**config.mk**
```make
export PLATFORM = sky130hd
export DESIGN_NAME = bdf_ctrl_seq
export DESIGN_NICKNAME = d
export VERILOG_FILES = /design/src/rtl/defines_pkg.sv /design/src/rtl/bdf_prog_mem.sv /design/src/rtl/bdf_ctrl_seq.sv
export SDC_FILE = /design/constraint.sdc
export NUM_CORES = 1
export LEC_CHECK = 0
export ABC_AREA = 1
export CAP_MARGIN = 20
export CELL_PAD_IN_SITES_DETAIL_PLACEMENT = 1
export CELL_PAD_IN_SITES_GLOBAL_PLACEMENT = 2
export CORE_UTILIZATION = 37
export CTS_CLUSTER_SIZE = 8
export DETAILED_ROUTE_END_ITERATION = 10
export DONT_BUFFER_PORTS = 1
export HOLD_SLACK_MARGIN = 0.05
export PLACE_DENSITY = 0.73
export SETUP_SLACK_MARGIN = 0.1
export SLEW_MARGIN = 0
export SYNTH_ARGS = -nofsm -noshare
export SYNTH_HDL_FRONTEND = slang
export SYNTH_SLANG_ARGS = --single-unit
export TNS_END_PERCENT = 50
```
**constraint.sdc**
```tcl
create_clock -name clk2 -period 1.66 [get_ports clk2]
set_input_delay 0.332 -clock clk2 [delete_from_list [all_inputs] [get_ports clk2]]
set_output_delay 0.332 -clock clk2 [all_outputs]
set_load 0.01 [all_outputs]
```
**src/rtl/defines_pkg.sv**
```systemverilog
// Shared constants and state encoding for the BDF control sequencer.
package defines_pkg;

    localparam int CODE_WIDTH  = 8;
    localparam int CODE_LENGTH = 16;
    localparam int RUN_CYCLES  = 1000;
    localparam int STOP_CYCLES = 1000;

    typedef enum logic [2:0] {
        IDLE,
        LOAD,
        GAP,
        RUN,
        STOP,
        DONE
    } bdf_seq_state_t;

endpackage

```
**src/rtl/bdf_prog_mem.sv**
```systemverilog
// Program store: register file with one write port and one registered read port.
module bdf_prog_mem #(
    parameter int DATA_W = 8,
    parameter int DEPTH  = 16,
    parameter int ADDR_W = $clog2(DEPTH)
) (
    input  logic              clk_i,
    input  logic              rst_ni,
    input  logic              wr_en_i,
    input  logic [ADDR_W-1:0] wr_addr_i,
    input  logic [DATA_W-1:0] wr_data_i,
    input  logic              rd_en_i,
    input  logic [ADDR_W-1:0] rd_addr_i,
    output logic [DATA_W-1:0] rd_data_o
);

    logic [DATA_W-1:0] mem_q [DEPTH];
    logic [DATA_W-1:0] rd_data_q;

    always_ff @(posedge clk_i) begin
        if (wr_en_i) mem_q[wr_addr_i] <= wr_data_i;
    end

    // Write-first: a word written on the same edge it is read is returned directly.
    always_ff @(posedge clk_i or negedge rst_ni) begin
        if (!rst_ni) begin
            rd_data_q <= '0;
        end else if (rd_en_i) begin
            rd_data_q <= (wr_en_i && (wr_addr_i == rd_addr_i)) ? wr_data_i : mem_q[rd_addr_i];
        end
    end

    assign rd_data_o = rd_data_q;

endmodule

```
**src/rtl/bdf_ctrl_seq.sv**
```systemverilog
// Streams a stored control program into the dataflow core, then runs and stops it.
module bdf_ctrl_seq
    import defines_pkg::*;
#(
    parameter int CTRL_WIDTH  = defines_pkg::CODE_WIDTH,
    parameter int PROG_DEPTH  = defines_pkg::CODE_LENGTH,
    parameter int RUN_CYCLES  = defines_pkg::RUN_CYCLES,
    parameter int STOP_CYCLES = defines_pkg::STOP_CYCLES
) (
    input  logic                          clk2,
    input  logic                          rst2,
    input  logic                          prog_wr_en,
    input  logic [$clog2(PROG_DEPTH)-1:0] prog_wr_addr,
    input  logic [CTRL_WIDTH-1:0]         prog_wr_data,
    input  logic [$clog2(PROG_DEPTH):0]   prog_len,
    input  logic                          go,
    input  logic                          abort,
    output logic [CTRL_WIDTH-1:0]         ctrl_out,
    output logic                          load_ctrl,
    output logic                          start_ctrl,
    output logic                          stop_ctrl,
    output logic                          busy,
    output logic                          done,
    output logic                          err
);

    localparam int AW      = $clog2(PROG_DEPTH);
    localparam int LW      = AW + 1;
    localparam int CNT_MAX = (RUN_CYCLES > STOP_CYCLES) ? RUN_CYCLES : STOP_CYCLES;
    localparam int CW      = (CNT_MAX > 1) ? $clog2(CNT_MAX) : 1;
    localparam logic [LW-1:0] DEPTH_L = LW'(PROG_DEPTH);

    bdf_seq_state_t  state_q, state_d;
    logic [LW-1:0]   len_q, len_d;
    logic [LW-1:0]   idx_q, idx_d;
    logic [CW-1:0]   cnt_q, cnt_d;
    logic            err_d;
    logic            idle_like, len_ok;
    logic            mem_wr_en, mem_rd_en;
    logic [AW-1:0]   mem_rd_addr;
    logic            load_q, start_q, stop_q, busy_q, done_q, err_q;

    assign idle_like   = (state_q == IDLE) || (state_q == DONE);
    assign len_ok      = (prog_len != '0) && (prog_len <= DEPTH_L);
    assign mem_wr_en   = prog_wr_en && idle_like;
    assign mem_rd_addr = (state_q == LOAD) ? idx_q[AW-1:0] : '0;

    always_comb begin
        state_d   = state_q;
        len_d     = len_q;
        idx_d     = idx_q;
        cnt_d     = cnt_q;
        mem_rd_en = 1'b0;
        err_d     = prog_wr_en && !idle_like;
        case (state_q)
            IDLE, DONE: begin
                if (go) begin
                    if (len_ok) begin
                        // Word 0 is fetched now so it is on ctrl_out in the first LOAD cycle.
                        state_d   = LOAD;
                        len_d     = prog_len;
                        idx_d     = LW'(1);
                        mem_rd_en = 1'b1;
                    end else begin
                        err_d = 1'b1;
                    end
                end
            end
            LOAD: begin
                if (abort) begin
                    state_d = STOP;
                    cnt_d   = CW'(STOP_CYCLES - 1);
                end else if (idx_q < len_q) begin
                    mem_rd_en = 1'b1;
                    idx_d     = idx_q + LW'(1);
                end else begin
                    state_d = GAP;
                end
            end
            GAP: begin
                state_d = abort ? STOP : RUN;
                cnt_d   = abort ? CW'(STOP_CYCLES - 1) : CW'(RUN_CYCLES - 1);
            end
            RUN: begin
                if (abort || (cnt_q == '0)) begin
                    state_d = STOP;
                    cnt_d   = CW'(STOP_CYCLES - 1);
                end else begin
                    cnt_d = cnt_q - CW'(1);
                end
            end
            STOP: begin
                if (cnt_q == '0) state_d = DONE;
                else             cnt_d   = cnt_q - CW'(1);
            end
            default: state_d = IDLE;
        endcase
    end

    // Status/control flags are registered decodes of the next state.
    always_ff @(posedge clk2 or negedge rst2) begin
        if (!rst2) begin
            state_q <= IDLE;
            len_q   <= '0;
            idx_q   <= '0;
            cnt_q   <= '0;
            load_q  <= 1'b0;
            start_q <= 1'b0;
            stop_q  <= 1'b0;
            busy_q  <= 1'b0;
            done_q  <= 1'b0;
            err_q   <= 1'b0;
        end else begin
            state_q <= state_d;
            len_q   <= len_d;
            idx_q   <= idx_d;
            cnt_q   <= cnt_d;
            load_q  <= (state_d == LOAD);
            start_q <= (state_d == RUN);
            stop_q  <= (state_d == STOP);
            busy_q  <= (state_d == LOAD) || (state_d == GAP) || (state_d == RUN) || (state_d == STOP);
            done_q  <= (state_d == DONE);
            err_q   <= err_d;
        end
    end

    bdf_prog_mem #(
        .DATA_W (CTRL_WIDTH),
        .DEPTH  (PROG_DEPTH),
        .ADDR_W (AW)
    ) u_mem (
        .clk_i     (clk2),
        .rst_ni    (rst2),
        .wr_en_i   (mem_wr_en),
        .wr_addr_i (prog_wr_addr),
        .wr_data_i (prog_wr_data),
        .rd_en_i   (mem_rd_en),
        .rd_addr_i (mem_rd_addr),
        .rd_data_o (ctrl_out)
    );

    assign load_ctrl  = load_q;
    assign start_ctrl = start_q;
    assign stop_ctrl  = stop_q;
    assign busy       = busy_q;
    assign done       = done_q;
    assign err        = err_q;

endmodule

```
# Word-level counts from Yosys, hierarchy flattened
# Memories as Yosys holds them, arrays and structs flattened. A register that Yosys moved wholly into a read port is not among the register bits.
# Index checks and enable logic that the tools add are counted.
op_classes:
  addsub: 2
  multipliers: 0
  div: 0
  order_cmp: 2
  n_eq_ne: 16
  shifts: 0
  n_mux: 28
  bitwise_logic: 0
  n_reduce_logical: 19
ops:
  columns: ["operator", "n"]
  rows:
  - ["$pmux 10 s4", 1]
  - ["$mux 10", 3]
  - ["$mux 3", 7]
  - ["$mux 5", 4]
  - ["$pmux 3 s5", 1]
  - ["$eq 3x2->1 const B", 4]
  - ["$eq 3x3->1 const B", 4]
  - ["$logic_not 10->1", 1]
  - ["$ne 2x2->1 const B", 5]
  - ["$pmux 5 s2", 1]
  - ["$sub 10x1->10 const B", 1]
  - ["$mux 1", 9]
  - ["$eq 3x1->1 const B", 2]
  - ["$reduce_and 3->1", 2]
  - ["$add 5x1->5 const B", 1]
  - ["$le 5x5->1 const B", 1]
  - ["$logic_or 1x1->1", 5]
  - ["$lt 5x5->1", 1]
  - ["$reduce_and 5->1", 1]
  - ["$reduce_bool 5->1", 1]
  - ["$mux 4", 1]
  - ["$reduce_bool 4->1", 1]
  - ["$logic_and 1x1->1", 3]
  - ["$logic_not 3->1", 1]
  - ["other kinds (5)", 6]
word_totals:
  regBits: 29
  latch_bits: 0
  ram_bits: 128
  rom_bits: 0
  input_bits: 22
  output_inout_bits: 14
  elab_cells: 78
  mem_count: 1
memory_table:
  columns: ["memory", "depth", "width", "rd", "rd_ports_with_merged_regs", "wr", "line_no", "text"]
  rows:
  - ["u_mem.mem_q", 16, 8, 1, 1, 1, "bdf_prog_mem.sv:17", "logic [DATA_W-1:0] mem_q [DEPTH];"]

# Longest topological paths before layout
logic_depth:
  word_depth: 9
  depth_mapped: 14

# Cells and area by module
# From an unflattened synthesis, not the netlist that was laid out.
unflattened:
  hier_cells: 822
  area_unflattened_um2: 7748.7
by_module_without_submodules:
  columns: ["module", "n_inst", "cells_per_inst", "area_per_inst_um2"]
  rows:
  - ["bdf_prog_mem", 1, 593, 5995.8]
  - ["bdf_ctrl_seq", 1, 229, 1752.9]

# Worst setup path after synthesis
# OpenSTA, ideal clock, no wires.
synth_timing:
  kind: "register -> register"
  start: "reg state_q[1]"
  end: "mem u_mem.mem_q[14][0], enable pin"
  setup_time_ns: 0.370
  t_arrival_ns: 1.471
  required_ns: 1.290
  slack_ns: -0.181
  stages_incl_launch_ff: 8
  n_path_buf: 0
  synth_period_minus_slack_ns: 1.841
  cell_sequence: "dfrtp_1 -> nor2_4 -> nand2_2 -> nand2_2 -> inv_2 -> nor2_8 -> nand3_1 -> nor2_1"
synth_between:
  elab_chain_cells: 5
  elab_cells_between_ends: 6
synth_lines:
  columns: ["element", "line_no", "text"]
  rows:
  - ["from (decl)", "bdf_ctrl_seq.sv:33", "bdf_seq_state_t state_q, state_d;"]
  - ["from (signal assigned)", "bdf_ctrl_seq.sv:114", "state_q <= state_d;"]
  - ["$eq 3x3->1 or $logic_not 3->1 (tied branches)", "bdf_ctrl_seq.sv:43", "assign idle_like = (state_q == IDLE) || (state_q == DONE);"]
  - ["$logic_or 1x1->1 *", "bdf_ctrl_seq.sv:43", null]
  - ["$logic_and 1x1->1 *", "bdf_ctrl_seq.sv:45", "assign mem_wr_en = prog_wr_en && idle_like;"]
  - ["$mux 1 *", "bdf_prog_mem.sv:21", "if (wr_en_i) mem_q[wr_addr_i] <= wr_data_i;"]
  - ["$mux 1 (implied by the code) *", "bdf_prog_mem.sv:21", null]
  - ["to (decl)", "bdf_prog_mem.sv:17", null]
# Mark *: on every way between the ends. The rest lies on a longest branch, timed or not.

# Worst setup path after layout
layout_timing:
  start: "reg state_q[1]"
  end: "reg u_mem.rd_data_q[5], in the netlist u_mem.rd_data_o[5] (read register of u_mem.mem_q)"
layout_between:
  elab_chain_cells: 3
  elab_cells_between_ends: 6
layout_lines:
  columns: ["element", "line_no", "text"]
  rows:
  - ["$eq 3x3->1 or $logic_not 3->1 (tied branches)", "bdf_ctrl_seq.sv:55", "case (state_q)"]
  - ["$reduce_or 2->1", "bdf_ctrl_seq.sv:55", null]
  - ["$pmux 1 s2", "bdf_ctrl_seq.sv:55", null]
  - ["to (decl)", "bdf_prog_mem.sv:18", "logic [DATA_W-1:0] rd_data_q;"]
# Parallel ways exist; a longest one is shown, timed or not.
# A chain may end at the register's enable or synchronous reset.

==> summary.txt <==
Setup path
  • Cell Chain, Critical Path: nor2_4, buf_6, nand3_4, buf_12, buf_4, nand2_2, nand2_1, nand2_1, nand2_1, nand3_2, nand3_2, nand2_2, nand2_1
  • Crit path required time: just under 2 ns
  • Setup Crit Path Kind: reg -> reg
  • End of the worst register-to-register path: u_mem.rd_data_o[5]
  • Worst Setup Start Kind: flop
  • Path depth of the worst reg2reg path: 13
  • Worst EP arrival: between 2 and 2.5 ns
  • Reg2reg setup slack: -0.16 ns
  • Most used cell along the critical path: nand2_1
  • Worst R2R Start: state_q[1]
  • Worst path max stage delay: 0.44 ns
  • Crit end category: flop
  • Critical path peak fanout: 6
  • Slowest CP cell: dfrtp_2

Synthesis
  • Ys flop type: edfxtp_1
  • Average size of a mapped cell: just under 10 um2
  • Cells after synthesis: 796
  • Yosys warnings: 0
  • Register area share after synthesis: between 60 and 70%
  • Number of synthesized flops with an enable pin: 128
  • Synthesized area: about 7700 um2
  • Ys async rst share: 22.4%
  • Syn nets: 825
  • Yosys reg bits: 165
  • Library cells used by synthesis: 35

Clocking
  • Htree depth: 4
  • Reg clk slew, reported paths: 0.07 ns
  • Clk sink count: 165
  • Num CTS Buffers: 17
  • Clk buf depth: 2
  • TritonCTS clock tree: done
  • Worst-Skew Late Latency: approximately 0.44 ns
  • Clock Tree Root: clkbuf_16

Final layout
  • Commonest non-fill, non-tap cell in the layout: nand2_1
  • Synthesis-to-finish area growth: 32.5%
  • Net count, final: 925
  • Most frequent cells in the layout: nand2_1 (154), edfxtp_1 (128), nor2_1 (90)
  • Share of cells above drive strength 1: 29.3%
  • Fin cells: 1180

Global route
  • All-Layer GR Usage: 24.4%
  • Grt ovf: 0
  • Largest net degree at the start of global routing: 38
  • Vias in the first global route: 6395
  • Initial antenna violation count: 1
  • First-pass GRT wire length: approximately 38000 um

Floorplan
  • Number of placement rows: 52
  • Initial Util: between 30% and 40%
  • Total core area: between 20000 and 25000 um2
  • Chip Width: approximately 150 um
  • Die Y: 146 um
  • Num ports: 36
  • Die area: 21300 um2

Min path
  • Hold depth: 2
  • Hold endpoint: err
  • HP Class: in -> reg
  • Hold path start: go

Pwr
  • LEAKAGE: approximately 4.4 nW
  • Pwr Density: between 1000 and 1500 nW/um2
  • Peak VDD IR: 784 uV
  • Pwr Total: about 15 mW

Detailed routing
  • Final ANT Viol Nets: 0
  • Pre-antenna DRT Iters: 5
  • Vias per Instance: 5.11
  • DRC viols: 0
  • Iteration-0 DRC count of the detailed router: 424
  • Via count: slightly above 6000
  • WL/cell: 21.6 um
  • Routed wire length: 25500 um

STA
  • Fin crit share: 110%
  • F_max: 549 MHz
  • Hold WS: 0.0711 ns
  • RSZ-0062 raised after global routing: true
  • Final setup vio count: between 100 and 150
  • Final Max Slew Viols: 0
  • Final Hold Viols: 0
  • Worst Skew: approximately 0.012 ns
  • Shortest period the worst path allows: around 1.8 ns
  • Worst-Margin Slew: 1.00 ns
  • Max_slew headroom: 33.0%
  • Worst setup margin: -0.161 ns

Run status
  • Status: finished, violations left
  • Failing checks: setup timing

Placed design
  • PortBufs: 0
  • DP HPWL: ~16000 um
  • Placed insts: 1111
  • Final Wtd Congestion: 0.914

Flow run
  • Max Cap Viol: 0
-- power breakdown --
| group | internal [mW] | switching [mW] | leakage [nW] |
|---|---|---|---|
| registers | 4.85 | 0.315 | 1.60 |
| logic | 2.27 | 3.23 | 2.51 |
| clock network | 2.22 | 1.74 | 0.278 |
| total | 9.34 | 5.29 | 4.38 |
-- metal layers --
metal	global-route usage [%]	up-vias	wire length [um]
met2	40.2	157	12200
li1	-	2833	-
met1	32.0	3007	11200
met3	5.02	36	1480
met5	0	-	0
met4	7.89	0	534
-- synth_stat cells, types with 7 or more instances --
master	number	area, um2
nand2_1	184	691
edfxtp_1	128	3840
nor2_1	109	409
nand3_1	106	531
inv_1	93	349
dfrtp_1	37	926
nand3b_1	18	135
o21ai_0	16	80.1
buf_2	14	70.1
nand4_1	14	87.6
a21oi_1	12	60.1
clkbuf_1	10	37.5
inv_2	8	30.0
ha_1	7	87.6
-- metrics by stage --
stage	setup TNS (ns)	setup WS [ns]	util [%]	cell area [um2]
finish	-9.31	-0.161	50.0	10200
global route	-19.18	-0.256	50.0	10200
CTS	-9.66	-0.154	48.5	9840
detailed placement	-14.41	-0.254	42.4	8610
global placement	-9.00	-0.218	42.4	8610
floorplan	-7.58	-0.109	-	7740
-- critical path, delay by kind of cell, from the launching register on --
family	cells	cell delay, ns
simple gates	10	0.80
flops	1	0.44
buf+inv	3	0.47
-- state kept, by name, summed over array words and instances, names as in the netlist --
register / flops
busy: 1
cnt_q: 10
done: 1
err: 1
idx_q: 5
len_q: 5
load_ctrl: 1
start_ctrl: 1
state_q: 3
stop_ctrl: 1
u_mem.mem_q: 128
u_mem.rd_data_o: 8
-- cell families (layout without fill, tap and decap cells) --
kind of cell    Yosys count  after routing  share of synthesized area, %
other cells               0              2                             0
fa+ha+maj                 7              7                          1.14
simple gates            457            457                          27.0
compound gates           32             32                          2.24
xor+xnor                  4              4                         0.457
flops                   165            165                          62.2
buf+inv                 131            243                          6.99
-- timing repair --
| item | CTS | global route |
|---|---|---|
| gates resized for setup | 105 | 52 |
| buffers inserted | 12 | 9 |
| endpoints found under the setup margin | 157 | 161 |
| hold buffers | 13 | 0 |
| endpoints found under the hold margin | 168 | 0 |
| pin swaps | 27 | 25 |
| cloned | 2 | 2 |
-- how the worst max path moves through the flow --
stage	cells past startpoint	slack, ns	from	end
floorplan	7	-0.11	state_q[1]	u_mem.mem_q[8][0]
global placement	12	-0.22	state_q[0]	u_mem.rd_data_o[7]
detailed placement	8	-0.25	state_q[1]	cnt_q[5]
CTS	14	-0.15	state_q[0]	u_mem.rd_data_o[3]
global route	12	-0.26	state_q[1]	u_mem.rd_data_o[2]
finish	13	-0.16	state_q[1]	u_mem.rd_data_o[5]
-- layout make-up --
type	instances	area [um2]
Sequential cell	165	4770
Antenna cell	2	5.00
Multi-Input combinational cell	500	2880
Fill cell	2241	10100
Inverter	102	400
Clock buffer	17	425
Tap cell	270	338
Clock inverter	14	148
Timing Repair Buffer	110	1190
(Power assumes the default switching activity.)
